==> src/rtl/render_ctrl_pkg.sv <==
`default_nettype none
// ============================================================================
//  Module      : render_ctrl_pkg
//  Description : Shared types and constants for the per-frame render
//                sequencer (frame_render_ctrl).
//                  state_t            - sequencer state encoding
//                  CLEAR_GUARD_CYCLES - cycles after the clear request during
//                                       which i_fb_ready is not trusted
//  Revision    : 1.0 - initial release
// ============================================================================
package render_ctrl_pkg;

    typedef enum logic [2:0] {
        IDLE       = 3'd0,
        CLEAR      = 3'd1,
        CLEAR_WAIT = 3'd2,
        START      = 3'd3,
        RENDER     = 3'd4,
        DONE       = 3'd5
    } state_t;

    // The display may still report the previous "ready" for a couple of
    // cycles after it receives a clear request, so it is ignored meanwhile.
    localparam int CLEAR_GUARD_CYCLES = 2;

endpackage
`default_nettype wire

==> src/rtl/frame_render_ctrl.sv <==
`default_nettype none
// ============================================================================
//  Module      : frame_render_ctrl
//  Description : Per-frame sequencer between the MCU link and the
//                render_pipeline / display. Accepts a frame descriptor,
//                requests a framebuffer clear, waits for it, then launches
//                the render pipeline once per object, drives the object index
//                and reports frame completion. A per-object watchdog aborts a
//                frame whose pipeline never finishes.
//
//  Ports
//    clk                in   system clock
//    rstn               in   asynchronous active-low reset
//    i_frame_dv         in   frame descriptor valid (held until accepted)
//    i_num_objects      in   objects in the frame (sampled on accept)
//    o_frame_ready      out  idle, descriptor can be accepted
//    o_fb_clear         out  1-cycle framebuffer clear request
//    i_fb_ready         in   display idle / clear complete
//    o_render_start     out  1-cycle start pulse to render_pipeline
//    i_render_ready     in   render_pipeline idle
//    i_render_finished  in   1-cycle object-done pulse
//    o_object_index     out  object currently being rendered
//    o_frame_done       out  1-cycle end-of-frame pulse
//    o_timeout_err      out  sticky watchdog flag, cleared on next accept
//
//  Revision    : 1.0 - initial release
// ============================================================================
module frame_render_ctrl
    import render_ctrl_pkg::*;
#(
    parameter int MAX_NUM_OBJECTS_PER_FRAME = 1024,
    parameter int OBJ_CNT_WIDTH             = $clog2(MAX_NUM_OBJECTS_PER_FRAME + 1),
    parameter int TIMEOUT_CYCLES            = 2**24,
    parameter int TIMEOUT_WIDTH             = $clog2(TIMEOUT_CYCLES + 1)
) (
    input  logic                     clk,
    input  logic                     rstn,
    input  logic                     i_frame_dv,
    input  logic [OBJ_CNT_WIDTH-1:0] i_num_objects,
    output logic                     o_frame_ready,
    output logic                     o_fb_clear,
    input  logic                     i_fb_ready,
    output logic                     o_render_start,
    input  logic                     i_render_ready,
    input  logic                     i_render_finished,
    output logic [OBJ_CNT_WIDTH-1:0] o_object_index,
    output logic                     o_frame_done,
    output logic                     o_timeout_err
);

    // A disabled watchdog (TIMEOUT_CYCLES = 0) would give a zero-width
    // counter; keep at least one bit so the logic stays legal.
    localparam int c_wd_width    = (TIMEOUT_WIDTH < 1) ? 1 : TIMEOUT_WIDTH;
    localparam bit c_wd_enable   = (TIMEOUT_CYCLES != 0);
    localparam int c_guard_width = ($clog2(CLEAR_GUARD_CYCLES) < 1) ? 1 : $clog2(CLEAR_GUARD_CYCLES);

    localparam logic [OBJ_CNT_WIDTH-1:0] c_obj_max = OBJ_CNT_WIDTH'(MAX_NUM_OBJECTS_PER_FRAME);
    localparam logic [OBJ_CNT_WIDTH-1:0] c_obj_one = OBJ_CNT_WIDTH'(1);
    // Watchdog value seen during the last RENDER cycle before expiry.
    localparam logic [c_wd_width-1:0]    c_wd_last = c_wd_enable ? c_wd_width'(TIMEOUT_CYCLES - 1)
                                                                 : '0;
    localparam logic [c_wd_width-1:0]    c_wd_sat  = {c_wd_width{1'b1}};
    localparam logic [c_wd_width-1:0]    c_wd_one  = c_wd_width'(1);
    // The CLEAR cycle itself is the first guard cycle, so CLEAR_WAIT only
    // needs to hold off for the remainder.
    localparam logic [c_guard_width-1:0] c_guard_load = c_guard_width'(CLEAR_GUARD_CYCLES - 1);
    localparam logic [c_guard_width-1:0] c_guard_one  = c_guard_width'(1);

    state_t                     r_state;
    state_t                     w_next_state;
    logic [OBJ_CNT_WIDTH-1:0]   r_num_obj;
    logic [c_guard_width-1:0]   r_guard;
    logic [c_wd_width-1:0]      r_wd;

    logic                       w_accept;
    logic                       w_last_obj;
    logic                       w_wd_expired;
    logic [OBJ_CNT_WIDTH-1:0]   w_num_sat;

    // o_frame_ready is part of the accept term so that no descriptor is
    // taken in the cycle right after reset release.
    assign w_accept     = (r_state == IDLE) && i_frame_dv && o_frame_ready;
    assign w_num_sat    = (i_num_objects > c_obj_max) ? c_obj_max : i_num_objects;
    // Only evaluated in RENDER, where r_num_obj is known to be non-zero.
    assign w_last_obj   = (o_object_index == (r_num_obj - c_obj_one));
    assign w_wd_expired = c_wd_enable && (r_wd == c_wd_last);

    // ------------------------------------------------------------------
    // State register
    // ------------------------------------------------------------------
    always_ff @(posedge clk or negedge rstn) begin
        if (!rstn) begin
            r_state <= IDLE;
        end else begin
            r_state <= w_next_state;
        end
    end

    // ------------------------------------------------------------------
    // Next-state logic
    // ------------------------------------------------------------------
    always_comb begin
        w_next_state = r_state;
        case (r_state)
            IDLE: begin
                if (w_accept) begin
                    w_next_state = CLEAR;
                end
            end
            CLEAR: begin
                w_next_state = CLEAR_WAIT;
            end
            CLEAR_WAIT: begin
                if ((r_guard == '0) && i_fb_ready) begin
                    w_next_state = (r_num_obj != '0) ? START : DONE;
                end
            end
            START: begin
                if (i_render_ready) begin
                    w_next_state = RENDER;
                end
            end
            RENDER: begin
                // A finish in the same cycle as expiry still counts.
                if (i_render_finished) begin
                    w_next_state = w_last_obj ? DONE : START;
                end else if (w_wd_expired) begin
                    w_next_state = DONE;
                end
            end
            DONE: begin
                w_next_state = IDLE;
            end
            default: begin
                w_next_state = IDLE;
            end
        endcase
    end

    // ------------------------------------------------------------------
    // Registered outputs and counters. Pulse outputs are decoded from the
    // next state so they line up with the state they belong to.
    // ------------------------------------------------------------------
    always_ff @(posedge clk or negedge rstn) begin
        if (!rstn) begin
            o_frame_ready  <= 1'b0;
            o_fb_clear     <= 1'b0;
            o_render_start <= 1'b0;
            o_frame_done   <= 1'b0;
            o_timeout_err  <= 1'b0;
            o_object_index <= '0;
            r_num_obj      <= '0;
            r_guard        <= '0;
            r_wd           <= '0;
        end else begin
            o_frame_ready  <= (w_next_state == IDLE);
            o_fb_clear     <= (w_next_state == CLEAR);
            o_render_start <= (r_state == START) && (w_next_state == RENDER);
            o_frame_done   <= (w_next_state == DONE);

            if (w_accept) begin
                r_num_obj      <= w_num_sat;
                o_object_index <= '0;
                o_timeout_err  <= 1'b0;
            end

            if (r_state == CLEAR) begin
                r_guard <= c_guard_load;
            end else if ((r_state == CLEAR_WAIT) && (r_guard != '0)) begin
                r_guard <= r_guard - c_guard_one;
            end

            if (r_state == START) begin
                r_wd <= '0;
            end else if ((r_state == RENDER) && (r_wd != c_wd_sat)) begin
                r_wd <= r_wd + c_wd_one;
            end

            if (r_state == RENDER) begin
                if (i_render_finished) begin
                    if (!w_last_obj) begin
                        o_object_index <= o_object_index + c_obj_one;
                    end
                end else if (w_wd_expired) begin
                    o_timeout_err <= 1'b1;
                end
            end
        end
    end

endmodule
`default_nettype wire

==> config.mk <==
export PLATFORM = sky130hd
export DESIGN_NAME = frame_render_ctrl
export DESIGN_NICKNAME = d
export VERILOG_FILES = /design/src/rtl/render_ctrl_pkg.sv /design/src/rtl/frame_render_ctrl.sv
export SDC_FILE = /design/constraint.sdc
export NUM_CORES = 1
export LEC_CHECK = 0
export BUFFER_PORTS_ARGS = -buffer_cell sky130_fd_sc_hd__buf_2
export CAP_MARGIN = 0
export CORE_MARGIN = 2
export CORE_UTILIZATION = 60
export DETAILED_ROUTE_END_ITERATION = 6
export HOLD_SLACK_MARGIN = 0.02
export PLACE_DENSITY = 0.81
export SKIP_LAST_GASP = 1
export SYNTH_ARGS = -nofsm -noshare
export SYNTH_HDL_FRONTEND = slang
export SYNTH_SLANG_ARGS = --single-unit
==> constraint.sdc <==
create_clock -name clk -period 7.75 [get_ports clk]
set_clock_uncertainty 0.1 [all_clocks]
set_input_delay 1.1625 -clock clk [delete_from_list [all_inputs] [get_ports clk]]
set_output_delay 1.1625 -clock clk [all_outputs]
set_load 0.02 [all_outputs]
==> qor.txt <==
clk buf depth - 2
commonest non-fill, non-tap cell in the layout - dfrtp_1
Synth Instances - 353
RSZ-0062 raised after global routing - false
Die Ht - 77.8 µm
pin count of the biggest net entering global routing - 57
commonest cells after routing, fill and taps aside - dfrtp_1 (56), nand2_1 (36), buf_2 (32)
per-cell routed wire length - 15.6 µm
synth-to-layout area growth - 7.93%
total power - 948 µW
relative slew slack - 37.5%
Syn Area/Cell - 9.25 µm²
RePlAce Congestion - 0.918
R2R cell count - 9
Max-Cap Viols - 0
Power Dens Cells - 269 nW/µm²
standard-cell rows - 26
multi-input combinational cell area - 1740 µm²
post-synthesis net count - 373
Worst setup SP type - flop
Initial Util - 63.1%
Worst Max-Slew Pin Slew - 936 ps
fin area - 3520 µm²
CP Capture Type - flop
hold path depth - 1
Main synth FF type - dfrtp_1
Skew-Pair Late Insertion Delay - 310 ps
GRT busiest layer - met2
dpl ws - 4550 ps
CTS clk-pin slew, worst paths - 100 ps
GRT Residual Overflow - 0
Post-synth EDFFs - 0
initial antenna violation count - 0
cts hold-fix bufs - 0
drt initial violations - 136
IO Count - 33
TritonRoute pass-1 iters - 4
Tmin final - 3220 ps
met3 Resource Use GR - 3.95%
P_leak - 0.00156 µW
grt met1 use - 31.9%
crit-path max FO - 18
drt via density - 6.10
DRC Markers - 0
final count of negative-setup-slack endpoints - 0
WP data arrival - 3390 ps
layout cells sized above 1 - 13.5%
Hold WC Path Type - reg -> reg
met2 GRT Util - 41.4%
post-synth cell types - 53
register area - 1400 µm²
number of setup buffers added after CTS - 0
via count - 2728
Port-buffer cells - 32
clk root buf - clkbuf_8
fillers - 417
global-route wire length before repair - 12000 µm
Synth Cell Area - 3260 µm²
core area - 5170 µm²
WP data required - 7910 ps
Max Slew Vio Count - 0
Hold Fails Final Rpt - 0
critical path class - reg -> reg
fin crit share - 41.6%
status - finished, final reports clean
Diodes inserted - 0
final wirelength - 6960 µm
number of global-route vias before repair - 2608
CTS sink count - 56
register bit total from synthesis - 56
cts bufs inserted - 5
post-synthesis sequential area ratio - 42.9%
YS warnings - 0
fmax - 310 MHz
die area - 6050 µm²
gr usage total - 24.5%
Core Util, Final - 68.1%
Routed Antenna Nets - 0
Die Wd - 77.8 µm
dpl cell area - 3430 µm²
async set-reset flop share out of synthesis - 100%
CTS resizes - 0
Total Neg Setup Slack - 0 ps
post-layout net count - 396
DP HPWL - 4930 µm
H-Tree Depth - 2
Worst VDD drop - 0.129 mV
Final WS setup - 4530 ps
CTS tree - yes
-- path summary, 6_finish.rpt --
path,startpoint,to,slack (ps)
worst max-delay path,r_num_obj[0],o_frame_done,4530
worst min-delay path,r_wd[3],r_wd[3],420
worst max register to register,r_num_obj[0],o_frame_done,4530
worst min register to register,r_wd[3],r_wd[3],420
max in group asynchronous,rstn,r_wd[4],6200
min in group asynchronous,rstn,o_object_index[4],870
-- layer usage --
layer / up-vias / wire length (µm) / part of all wire [%]
met5: - / 0 / 0
met4: 0 / 96 / 1.4
met3: 11 / 288 / 4.1
met2: 55 / 3470 / 50
met1: 1335 / 3110 / 45
li1: 1327 / - / -
-- registers in the layout, indices dropped and copies added, names as in the netlist --
register        cells
o_fb_clear          1
o_object_index     11
r_guard             1
o_timeout_err       1
r_wd               25
o_frame_ready       1
o_frame_done        1
r_num_obj          11
r_state             3
o_render_start      1
-- cell families after synthesis --
kind of cell               count (synthesis)  synth area share, %
AOI/OAI and AO/OA                         55                 11.7
xor gates and xnor gates                  30                 8.05
adders and majority gates                  3                 1.15
buffers and inverters                     27                 3.87
DFF                                       56                 42.9
muxes                                      9                 2.80
and+or+nand+nor                          173                 29.5
-- final cells by class --
| type | count | share of cell area, % |
|---|---|---|
| Multi-Input combinational cell | 270 | 49.3 |
| Sequential cell | 56 | 39.8 |
| Clock inverter | 2 | 0.284 |
| Clock buffer | 6 | 2.34 |
| Inverter | 10 | 1.07 |
| Tap cell | 70 | 2.49 |
| Timing Repair Buffer | 33 | 4.76 |
-- stage by stage --
step	hold WS, ps	std cells
after floorplan	367	353
after global placement	398	439
after detailed placement	403	439
after CTS	416	447
after global routing	439	447
final	419	447
-- worst max-delay path: stages, from the launching register on --
cell,delay [ps]
dfrtp_1,450
inv_1,100
ha_1,240
or3b_1,520
xnor2_1,190
a31oi_1,100
or3_4,370
a211oi_4,650
a221o_1,270
and4_1,180
-- power breakdown --
group / total [µW] / internal [µW] / switching (µW)
Sequential: 417 / 338 / 78.3
Clock: 168 / 71.7 / 96.1
Combinational: 363 / 156 / 207
-- synthesized netlist by cell type (all sizes together), types with 2 or more instances --
| cell | n | area share (%) |
|---|---|---|
| a211oi | 2 | 0.84 |
| nor2 | 27 | 3.1 |
| and3 | 7 | 1.3 |
| dfrtp | 56 | 43 |
| or3 | 7 | 1.8 |
| buf | 5 | 1.3 |
| o211ai | 6 | 1.4 |
| a22o | 4 | 1.1 |
| mux2i | 8 | 2.5 |
| o21a | 4 | 0.92 |
| nor3b | 2 | 0.46 |
| inv | 10 | 1.1 |
| clkbuf | 12 | 1.4 |
| o21ai | 14 | 2.1 |
| and2 | 5 | 0.96 |
| nand3 | 21 | 3.4 |
| ha | 3 | 1.1 |
| a31oi | 3 | 0.57 |
| nand3b | 7 | 1.6 |
| or4 | 5 | 1.3 |
| nand2 | 36 | 4.1 |
| and4 | 6 | 1.7 |
| nor4 | 14 | 2.7 |
| nand4 | 10 | 2.4 |
| nor2b | 2 | 0.38 |
| o31ai | 3 | 0.69 |
| xnor2 | 18 | 4.8 |
| nor3 | 15 | 2.5 |
| a21oi | 9 | 1.4 |
| nand2b | 7 | 1.3 |
| xor2 | 12 | 3.2 |
Note: power is estimated with default switching activity, not from simulation.
